`src/rtl/cpu_pkg.sv`:
```
// Shared CPU definitions: fetch state encoding, next-PC select and opcodes
// that the decode stage reuses.
package cpu_pkg;
  localparam int          INST_W = 32;
  localparam logic [31:0] PC_INC = 32'd4;

  localparam logic [5:0] OP_BEQ = 6'b000100;
  localparam logic [5:0] OP_BNE = 6'b000101;
  localparam logic [5:0] OP_J   = 6'b000010;

  typedef enum logic [1:0] {ST_BOOT, ST_RUN, ST_HALT} state_e;
  typedef enum logic [1:0] {NPC_SEQ, NPC_BR, NPC_JMP} npc_sel_e;
endpackage

```
`src/rtl/inst_fetch_ctrl_if.sv`:
```
// Fetch <-> ROM/decode bus. The master side is the fetch sequencer.
interface inst_fetch_ctrl_if;
  import cpu_pkg::*;
  logic [31:0]       Addr;
  logic [INST_W-1:0] Inst;
  logic [INST_W-1:0] Inst_Out;
  logic [31:0]       PC_Out;
  logic              Valid;
  logic              Ready;
  logic              Br_Taken;
  logic [15:0]       Br_Imm;
  logic              J_Taken;
  logic [25:0]       J_Idx;
  logic              Halted;
  logic [31:0]       Fetch_Count;

  modport master (
    output Addr, Inst_Out, PC_Out, Valid, Halted, Fetch_Count,
    input  Inst, Ready, Br_Taken, Br_Imm, J_Taken, J_Idx
  );
  modport slave (
    input  Addr, Inst_Out, PC_Out, Valid, Halted, Fetch_Count,
    output Inst, Ready, Br_Taken, Br_Imm, J_Taken, J_Idx
  );
endinterface

```
`src/rtl/next_pc_calc.sv`:
```
// Combinational next-PC mux: sequential, branch or jump target.
module next_pc_calc
  import cpu_pkg::*;
(
  input  logic [31:0] i_pc,
  input  logic [31:0] i_pc_out,
  input  logic [15:0] i_br_imm,
  input  logic [25:0] i_j_idx,
  input  npc_sel_e    i_sel,
  output logic [31:0] o_next_pc
);
  logic [31:0] w_pc_out_p4;
  logic [31:0] w_br_off;

  // Redirect targets are relative to the instruction sitting in IR.
  assign w_pc_out_p4 = i_pc_out + PC_INC;
  assign w_br_off    = {{14{i_br_imm[15]}}, i_br_imm, 2'b00};

  always_comb begin
    o_next_pc = i_pc + PC_INC;
    case (i_sel)
      NPC_BR:  o_next_pc = w_pc_out_p4 + w_br_off;
      NPC_JMP: o_next_pc = {w_pc_out_p4[31:28], i_j_idx, 2'b00};
      default: o_next_pc = i_pc + PC_INC;
    endcase
  end
endmodule

```
`src/rtl/inst_fetch_ctrl.sv`:
```
// Fetch sequencer: owns the PC, registers ROM data into IR, applies
// redirects with one flush bubble and halts outside the ROM window.
module inst_fetch_ctrl
  import cpu_pkg::*;
#(
  parameter logic [31:0] RESET_PC  = 32'h0000_0000,
  parameter int          ROM_WORDS = 32
) (
  input logic                Clk,
  input logic                Reset,
  inst_fetch_ctrl_if.master  bus
);
  localparam logic [31:0] ROM_LIM = 32'(ROM_WORDS);

  state_e            r_state, w_state_nxt;
  logic [31:0]       r_pc, r_pc_out, r_fetch_cnt;
  logic [INST_W-1:0] r_ir;
  logic              r_valid, r_halted;

  logic        w_acc, w_adv, w_redir, w_oor;
  logic        w_load, w_pc_upd, w_clr_valid, w_cnt_inc;
  npc_sel_e    w_sel;
  logic [31:0] w_next_pc;

  assign w_acc   = r_valid & bus.Ready;
  assign w_adv   = bus.Ready | ~r_valid;
  assign w_redir = w_acc & (bus.J_Taken | bus.Br_Taken);
  assign w_oor   = {2'b00, r_pc[31:2]} >= ROM_LIM;

  next_pc_calc u_npc (
    .i_pc      (r_pc),
    .i_pc_out  (r_pc_out),
    .i_br_imm  (bus.Br_Imm),
    .i_j_idx   (bus.J_Idx),
    .i_sel     (w_sel),
    .o_next_pc (w_next_pc)
  );

  always_comb begin
    w_state_nxt = r_state;
    w_load      = 1'b0;
    w_pc_upd    = 1'b0;
    w_clr_valid = 1'b0;
    w_cnt_inc   = 1'b0;
    w_sel       = NPC_SEQ;
    case (r_state)
      ST_BOOT: w_state_nxt = ST_RUN;
      ST_RUN: begin
        w_cnt_inc = w_acc;
        if (w_redir) begin
          // Redirect flushes the wrong-path IR; target is fetched next cycle.
          w_sel       = bus.J_Taken ? NPC_JMP : NPC_BR;
          w_pc_upd    = 1'b1;
          w_clr_valid = 1'b1;
        end else if (w_adv) begin
          if (w_oor) begin
            w_clr_valid = 1'b1;
            w_state_nxt = ST_HALT;
          end else begin
            w_load   = 1'b1;
            w_pc_upd = 1'b1;
          end
        end
      end
      ST_HALT: w_state_nxt = ST_HALT;
      default: w_state_nxt = ST_BOOT;
    endcase
  end

  always_ff @(posedge Clk or posedge Reset) begin
    if (Reset) begin
      r_state     <= ST_BOOT;
      r_pc        <= RESET_PC;
      r_ir        <= '0;
      r_pc_out    <= '0;
      r_valid     <= 1'b0;
      r_halted    <= 1'b0;
      r_fetch_cnt <= '0;
    end else begin
      r_state  <= w_state_nxt;
      r_halted <= (w_state_nxt == ST_HALT);
      if (w_pc_upd) r_pc <= w_next_pc;
      if (w_load) begin
        r_ir     <= bus.Inst;
        r_pc_out <= r_pc;
        r_valid  <= 1'b1;
      end else if (w_clr_valid) begin
        r_valid <= 1'b0;
      end
      if (w_cnt_inc) r_fetch_cnt <= r_fetch_cnt + 32'd1;
    end
  end

  assign bus.Addr        = r_pc;
  assign bus.Inst_Out    = r_ir;
  assign bus.PC_Out      = r_pc_out;
  assign bus.Valid       = r_valid;
  assign bus.Halted      = r_halted;
  assign bus.Fetch_Count = r_fetch_cnt;
endmodule

```
`src/flat_wrapper.sv`:
```
// flat-port wrapper written by rule: the top's interface ports become plain ports
module inst_fetch_ctrl_flat import cpu_pkg::*;
#(
  parameter logic [31:0] RESET_PC  = 32'h0000_0000,
  parameter int          ROM_WORDS = 32
)
  (Clk, Reset, bus_Addr, bus_Inst_Out, bus_PC_Out, bus_Valid, bus_Halted, bus_Fetch_Count, bus_Inst, bus_Ready, bus_Br_Taken, bus_Br_Imm, bus_J_Taken, bus_J_Idx);
  inst_fetch_ctrl_if bus_i ();
  input logic Clk;
  input logic Reset;
  output wire logic [$bits(bus_i.Addr)-1:0] bus_Addr;
  output wire logic [$bits(bus_i.Inst_Out)-1:0] bus_Inst_Out;
  output wire logic [$bits(bus_i.PC_Out)-1:0] bus_PC_Out;
  output wire logic [$bits(bus_i.Valid)-1:0] bus_Valid;
  output wire logic [$bits(bus_i.Halted)-1:0] bus_Halted;
  output wire logic [$bits(bus_i.Fetch_Count)-1:0] bus_Fetch_Count;
  input wire logic [$bits(bus_i.Inst)-1:0] bus_Inst;
  input wire logic [$bits(bus_i.Ready)-1:0] bus_Ready;
  input wire logic [$bits(bus_i.Br_Taken)-1:0] bus_Br_Taken;
  input wire logic [$bits(bus_i.Br_Imm)-1:0] bus_Br_Imm;
  input wire logic [$bits(bus_i.J_Taken)-1:0] bus_J_Taken;
  input wire logic [$bits(bus_i.J_Idx)-1:0] bus_J_Idx;
  assign bus_Addr = bus_i.Addr;
  assign bus_Inst_Out = bus_i.Inst_Out;
  assign bus_PC_Out = bus_i.PC_Out;
  assign bus_Valid = bus_i.Valid;
  assign bus_Halted = bus_i.Halted;
  assign bus_Fetch_Count = bus_i.Fetch_Count;
  assign bus_i.Inst = bus_Inst;
  assign bus_i.Ready = bus_Ready;
  assign bus_i.Br_Taken = bus_Br_Taken;
  assign bus_i.Br_Imm = bus_Br_Imm;
  assign bus_i.J_Taken = bus_J_Taken;
  assign bus_i.J_Idx = bus_J_Idx;
  inst_fetch_ctrl #(.RESET_PC(RESET_PC), .ROM_WORDS(ROM_WORDS)) u_core (.Clk(Clk), .Reset(Reset), .bus(bus_i));
endmodule
```
`config.mk`:
```
export PLATFORM = sky130hd
export DESIGN_NAME = inst_fetch_ctrl_flat
export DESIGN_NICKNAME = d
export VERILOG_FILES = /design/src/rtl/cpu_pkg.sv /design/src/rtl/inst_fetch_ctrl_if.sv /design/src/rtl/next_pc_calc.sv /design/src/rtl/inst_fetch_ctrl.sv /design/src/flat_wrapper.sv
export SDC_FILE = /design/constraint.sdc
export NUM_CORES = 1
export LEC_CHECK = 0
export CAP_MARGIN = 0
export CORE_AREA = 2 2 139 141
export DETAILED_ROUTE_END_ITERATION = 12
export DIE_AREA = 0 0 141 143
export PLACE_DENSITY_LB_ADDON = 0.1
export RECOVER_POWER = 25
export SLEW_MARGIN = 10
export SYNTH_ARGS = -nofsm -noshare
export SYNTH_HDL_FRONTEND = slang
export SYNTH_HIERARCHICAL = 1
export SYNTH_SLANG_ARGS = --single-unit
```
`constraint.sdc`:
```
create_clock -name Clk -period 4.6 [get_ports Clk]
set_clock_uncertainty 0.15 [all_clocks]
set_input_delay 0.69 -clock Clk [delete_from_list [all_inputs] [get_ports Clk]]
set_output_delay 0.69 -clock Clk [all_outputs]
set_load 0.005 [all_outputs]
```
**Word level (Yosys, flattened, before mapping)**

Cells that the tools add are included.

- Equal/unequal tests: 5
- Multiplexer cells: 21
- Bitwise gates (word level): 5
- Reductions and logical operators: 2
- Add/sub/neg operators: 4
- Shift-type cells: 0
- Div/mod/pow operators: 0
- $mul: 0
- Magnitude comparators: 1

Operators by type and width:

| operator | count |
|---|---|
| 32-bit by 3-bit adder with 32-bit output, second input constant | 2 |
| 32-bit one-hot mux with 2 select lines | 1 |
| 32-bit by 1-bit adder with 32-bit output, second input constant | 1 |
| 32-bit adder | 1 |
| 30-bit by 6-bit >= comparator with 1-bit output, second input constant | 1 |
| 1-bit 2-to-1 mux | 13 |
| 2-bit 2-to-1 mux | 6 |
| 2-bit == test, second input constant | 3 |
| 2-bit one-hot mux with 3 select lines | 1 |
| 2-bit by 1-bit == test with 1-bit output, second input constant | 2 |
| 1-bit bitwise AND | 2 |
| 2-bit logical NOT | 1 |
| 1-bit OR | 2 |
| 2-bit nonzero test | 1 |
| 1-bit NOT | 1 |

- ROM bits: 0
- Memories kept: 0
- Input port bits: 79
- Output and inout port bits: 130
- Word-level logic and storage cells: 45
- Register bits: 132
- RAM bits: 0
- Latch bits: 0

**Longest topological paths before layout**

- Word-level depth: 7
- Gate-level depth with buffers: 17
- Mapped depth without buffers: 17

**Hierarchy**

Netlist, hierarchy kept.

Modules (own cells, without submodules):

| module | area an instance (um^2) | sequential area each (um^2) | times used | cells each |
|---|---|---|---|---|
| inst_fetch_ctrl | 5134.9 | 3303.2 | 1 | 364 |
| next_pc_calc | 3265.6 | 0.0 | 1 | 475 |

**Least setup slack after synthesis**

No wires, ideal clock.

- Path type: register to register
- Start: register u_core.r_pc_out[2], in the netlist u_core/bus.PC_Out[2]
- End: register u_core.r_pc[30], in the netlist u_core/bus.Addr[30]
- Setup time: 125 ps
- Data required time: 4325 ps
- Slack: 980 ps
- Arrival time: 3345 ps
- Period minus slack after synthesis: 3620 ps
- Stages on the path, launching flop included: 16
- Path buffers: 1
- Cells stage by stage: dfrtp_1 ha_1 nand2_1 nor3_1 nand3_1 nor2_1 nand4_1 xnor2_1 ha_1 clkbuf_1 nand4_1 or3_1 o211ai_1 xnor2_1 o21ai_0 mux2_2

- Word-level cells in the longest chain between the ends: 3

RTL lines:

| item | line | text |
|---|---|---|
| from (decl) | inst_fetch_ctrl.sv:16 | `logic [31:0] r_pc, r_pc_out, r_fetch_cnt;` |
| from (signal assigned) | inst_fetch_ctrl.sv:85 | `r_pc_out <= r_pc;` |
| 32-bit by 3-bit adder with 32-bit output (*) | next_pc_calc.sv:16 | `assign w_pc_out_p4 = i_pc_out + PC_INC;` |
| 32-bit adder | next_pc_calc.sv:22 | `NPC_BR: o_next_pc = w_pc_out_p4 + w_br_off;` |
| 32-bit one-hot mux with 2 select lines (*) | next_pc_calc.sv:21 | `case (i_sel)` |
| net u_core.w_next_pc[30] | inst_fetch_ctrl.sv:23 | `logic [31:0] w_next_pc;` |
| to (signal assigned) | inst_fetch_ctrl.sv:82 | `if (w_pc_upd) r_pc <= w_next_pc;` |
| to (decl) | inst_fetch_ctrl.sv:16 |  |

Mark *: on every way through the listed nets, which the timed path passes. The rest lies on a longest branch.
A chain may end at the register's enable or synchronous reset.

**Worst setup path in the final report**

- Start: register u_core.r_pc_out[2], in the netlist u_core/bus.PC_Out[2]
- End: register u_core.r_pc[31], in the netlist u_core/bus.Addr[31]

Same word-level chain as after synthesis.

==> run_summary.xml <==
<?xml version="1.0" encoding="UTF-8"?>
<metrics>
  <group name="finish">
    <metric name="final_net_count" unit="">1163</metric>
    <metric name="areaGrowthSynthToFinish" unit="%">34.58</metric>
    <metric name="finish.instance_area" unit="sq um">11310</metric>
    <metric name="post_route_cells_drive_above_1_share" unit="">0.1345</metric>
    <metric name="regArea" unit="sq um">3303</metric>
    <metric name="multi_input_comb_area" unit="sq um">4888</metric>
    <metric name="fillerInstances" unit="">1597</metric>
    <metric name="final_core_utilization" unit="">0.6085</metric>
  </group>
  <group name="detailed_routing">
    <metric name="met2WireLength" unit="um">10380</metric>
    <metric name="drtAntennaViolNets" unit="">0</metric>
    <metric name="routed-via-count" unit="">7076</metric>
    <metric name="drt_pre_antenna_iters" unit="">5</metric>
    <metric name="wl_per_cell" unit="um">17.60</metric>
    <metric name="route.layer.met1.wl" unit="um">10110</metric>
    <metric name="vias_per_cell" unit="">5.481</metric>
    <metric name="residual_drc" unit="">0</metric>
    <metric name="sum_of_met3_wire_segment_lengths_after_detailed_routing" unit="um">1634</metric>
    <metric name="maxUsedRoutingLayer" unit="">met4</metric>
    <metric name="drt_iter0_markers" unit="">353</metric>
    <metric name="totalWireLength" unit="um">22720</metric>
  </group>
  <group name="setup_path">
    <metric name="critPathKind" unit="">register to register</metric>
    <metric name="cp.arrival" unit="ns">4.22</metric>
    <metric name="critical_path.startpoint_type" unit="">register</metric>
    <metric name="cp_max_fo" unit="">7</metric>
    <metric name="critical-path-slowest-cell" unit="">sky130_fd_sc_hd__dfrtp_1</metric>
    <metric name="timing.critical_path.cells" unit="">ha_1, nand2_1, nor3_1, buf_4, nand3_1, nor2_1, xnor2_1, ha_1, a21o_1, a21o_1, a21oi_1, o21ai_0, or2b_1, a31oi_1, xnor2_1, o21ai_1, mux2_2</metric>
    <metric name="worst_reg2reg_setup_slack" unit="ns">0.53</metric>
    <metric name="cpPeakStageDelay" unit="ns">0.46</metric>
    <metric name="worst_setup_path_end_kind" unit="">register</metric>
    <metric name="required" unit="ns">4.75</metric>
  </group>
  <group name="floorplan">
    <metric name="die_h" unit="um">143</metric>
    <metric name="coreArea" unit="sq um">18580</metric>
    <metric name="chipWidth" unit="um">141</metric>
    <metric name="effective_utilization_at_floorplan" unit="">0.4521</metric>
    <metric name="fp.dieArea" unit="sq um">20160</metric>
    <metric name="placementRows" unit="">50</metric>
    <metric name="top_level_ports" unit="">209</metric>
  </group>
  <group name="power_and_ir_drop">
    <metric name="clock_power_share" unit="">0.282</metric>
    <metric name="power.total" unit="mW">4.883</metric>
    <metric name="combinationalPowerShare" unit="">0.357</metric>
    <metric name="vdd.ir_drop.worst" unit="uV">435.6</metric>
    <metric name="switching_share" unit="">0.3183</metric>
    <metric name="power-per-cell-area" unit="nW/um^2">431.9</metric>
    <metric name="p_sw" unit="mW">1.554</metric>
    <metric name="seqPwrFrac" unit="">0.361</metric>
    <metric name="intPower" unit="mW">3.329</metric>
    <metric name="total_leakage_power" unit="nW">4.925</metric>
  </group>
  <group name="clocking">
    <metric name="latest_clock_arrival_within_the_worst_skew_pair" unit="ns">0.41</metric>
    <metric name="cts.repair_timing.setup_buffer_count" unit="">0</metric>
    <metric name="clock_tree_from_tritoncts" unit="">done</metric>
    <metric name="cts_buffer_count" unit="">17</metric>
    <metric name="clockRootBuffer" unit="">sky130_fd_sc_hd__clkbuf_16</metric>
    <metric name="cts-hold-fix-buffers" unit="">0</metric>
    <metric name="tritoncts_num_sinks" unit="">132</metric>
    <metric name="cts.repair.resized" unit="">0</metric>
    <metric name="clk_transition_reported_paths" unit="ns">0.06</metric>
    <metric name="htree_levels" unit="">4</metric>
    <metric name="clock_tree.buffer_depth" unit="">2</metric>
  </group>
  <group name="synthesis">
    <metric name="post_synth_inst_count" unit="">839</metric>
    <metric name="netlist_top_cells_area" unit="">sky130_fd_sc_hd__dfrtp_1 39%, sky130_fd_sc_hd__mux2_2 9.8%, sky130_fd_sc_hd__xnor2_1 7.4%</metric>
    <metric name="synth-warning-count" unit="">6</metric>
    <metric name="post_synth.cell_area_avg" unit="sq um">10.01</metric>
    <metric name="synth_seq_cells" unit="">132</metric>
    <metric name="asyncSetResetFlopFracSynth" unit="">1.000</metric>
    <metric name="post_synth_most_frequent_cells" unit="">132 x sky130_fd_sc_hd__dfrtp_1, 73 x sky130_fd_sc_hd__mux2_2, 71 x sky130_fd_sc_hd__xnor2_1</metric>
    <metric name="synth_enable_flop_cells" unit="">0</metric>
    <metric name="synth.most_common_cell" unit="">sky130_fd_sc_hd__dfrtp_1</metric>
    <metric name="synth_largest_type_area_fraction" unit="">0.3932</metric>
    <metric name="yosysSeqAreaShare" unit="">0.3932</metric>
    <metric name="unique_masters_post_synth" unit="">65</metric>
    <metric name="ys.flop_type" unit="">sky130_fd_sc_hd__dfrtp_1</metric>
    <metric name="synthesized_net_count" unit="">959</metric>
    <metric name="synthesis.area" unit="sq um">8401</metric>
    <metric name="netlist.top_cell.by_area" unit="">sky130_fd_sc_hd__dfrtp_1</metric>
  </group>
  <group name="timing">
    <metric name="finalSetupViolations" unit="">0</metric>
    <metric name="final.hold.worst_slack" unit="ns">0.3313</metric>
    <metric name="finalHoldViolCount" unit="">0</metric>
    <metric name="final_max_slew_viol_count" unit="">83</metric>
    <metric name="min_period" unit="ns">4.074</metric>
    <metric name="worstMarginPinSlew" unit="ns">1.823</metric>
    <metric name="setup_repair_after_global_routing_missed_its_margin" unit="">false</metric>
    <metric name="min_period_over_period" unit="">0.8857</metric>
    <metric name="fmaxAchievable" unit="MHz">245.4</metric>
    <metric name="worst_slew_margin_relative_to_its_limit" unit="">-0.2155</metric>
    <metric name="setup_tns" unit="ns">0</metric>
  </group>
  <group name="outcome">
    <metric name="outcome" unit="">complete, but fails checks</metric>
    <metric name="violations" unit="">capacitance limit, slew limit</metric>
  </group>
  <group name="job">
    <metric name="cap_violations" unit="">1</metric>
  </group>
  <group name="global_route">
    <metric name="grt-ovfl-total" unit="">0</metric>
    <metric name="grt_pass1_vias" unit="">7204</metric>
    <metric name="antenna_found_initial" unit="">1</metric>
    <metric name="grt_pass1_wl" unit="um">37230</metric>
    <metric name="grt_start_max_net_pins" unit="">83</metric>
    <metric name="grt_use_total" unit="">0.2321</metric>
  </group>
  <group name="min_path">
    <metric name="min-delay-path-class" unit="">register to register</metric>
  </group>
  <group name="place">
    <metric name="place_area" unit="sq um">10720</metric>
    <metric name="routabilityCongestion" unit="">0.8711</metric>
    <metric name="dp_hpwl" unit="um">16840</metric>
    <metric name="port_buffers" unit="">208</metric>
  </group>
</metrics>
[final timing paths]
check,from,end,cells after the start
max,u_core/bus.PC_Out[2],u_core/bus.Addr[31],17
min,u_core/bus.Fetch_Count[31],u_core/bus.Fetch_Count[31],1
max reg2reg,u_core/bus.PC_Out[2],u_core/bus.Addr[31],17
min reg2reg,u_core/bus.Fetch_Count[31],u_core/bus.Fetch_Count[31],1
max in group asynchronous,Reset,u_core/bus.PC_Out[21],3
min in group asynchronous,Reset,u_core/bus.Inst_Out[30],2
[stage by stage]
step	setup WS, ns	std cells
floorplan	0.2340	839
global placement	0.5496	1258
detailed placement	0.5503	1258
CTS	0.5255	1290
global route	0.1595	1291
finish	0.5257	1291
[placed cells by master (no fill, tap or decap), types with 9 or more instances in the layout]
master                            count
sky130_fd_sc_hd__nand2_1             57
sky130_fd_sc_hd__a22oi_1             19
sky130_fd_sc_hd__nor3_1              13
sky130_fd_sc_hd__nor2_1              34
sky130_fd_sc_hd__inv_1               14
sky130_fd_sc_hd__dfrtp_1            132
sky130_fd_sc_hd__xor2_1              36
sky130_fd_sc_hd__clkbuf_16           17
sky130_fd_sc_hd__buf_4               10
sky130_fd_sc_hd__nand3_1             44
sky130_fd_sc_hd__a21o_1              20
sky130_fd_sc_hd__mux2_2              73
sky130_fd_sc_hd__xnor2_1             71
sky130_fd_sc_hd__and4_1               9
sky130_fd_sc_hd__ha_1                40
sky130_fd_sc_hd__o21ai_0             38
sky130_fd_sc_hd__a21oi_1             41
sky130_fd_sc_hd__nor2b_1             31
sky130_fd_sc_hd__clkdlybuf4s50_1    206
sky130_fd_sc_hd__nor4_1              10
sky130_fd_sc_hd__nand4_1             22
sky130_fd_sc_hd__and3_1              15
[state kept, by name, summed over array words and instances (netlist names)]
register,cells
u_core/bus.Addr,32
u_core/r_state,2
u_core/bus.Inst_Out,32
u_core/bus.PC_Out,32
u_core/bus.Fetch_Count,32
u_core/bus.Valid,1
u_core/bus.Halted,1
[worst max-delay path, delay by kind of cell (launching register included)]
kind | cells | cell delay, ns
compound gates | 6 | 1.00
xor+xnor | 2 | 0.25
fa+ha+maj | 2 | 0.71
buf+inv | 1 | 0.18
flops | 1 | 0.46
mux | 1 | 0.27
simple gates | 5 | 0.95
[area by class of cell]
| class | instances | area share |
|---|---|---|
| flip-flops and latches | 132 | 0.2922 |
| well taps | 234 | 0.02590 |
| clock buffers | 18 | 0.03796 |
| clock inverters | 14 | 0.01483 |
| diodes | 1 | 0.0002213 |
| multi-input cells | 658 | 0.4324 |
| inverters | 15 | 0.005312 |
| repair buffers | 219 | 0.1912 |
[kinds of logic (layout without fill, tap and decap cells)]
| group | Yosys count | count (layout) | synth area share |
|---|---|---|---|
| simple gates | 273 | 273 | 0.1807 |
| compound gates | 160 | 160 | 0.1223 |
| flops | 132 | 132 | 0.3932 |
| xor+xnor | 109 | 109 | 0.1154 |
| mux | 75 | 75 | 0.1002 |
| buf+inv | 49 | 266 | 0.02621 |
| fa+ha+maj | 41 | 41 | 0.06196 |
| other cells | 0 | 1 | 0 |
[power by group through the flow]
| stage | combinational, mW | clock [mW] | sequential, mW |
|---|---|---|---|
| floorplan | 0.904 | 0 | 1.73 |
| global placement | 1.73 | 0 | 1.77 |
| detailed placement | 1.75 | 0 | 1.79 |
| CTS | 1.76 | 1.41 | 1.77 |
| global route | 1.90 | 1.46 | 1.82 |
| finish | 1.74 | 1.38 | 1.76 |
[routing by layer]
layer,vias up,global-route usage
met4,0,0.07526
li1,3451,-
met2,203,0.3759
met1,3390,0.2953
met5,-,0
met3,32,0.07579
Note: power is estimated with default switching activity, not from simulation.
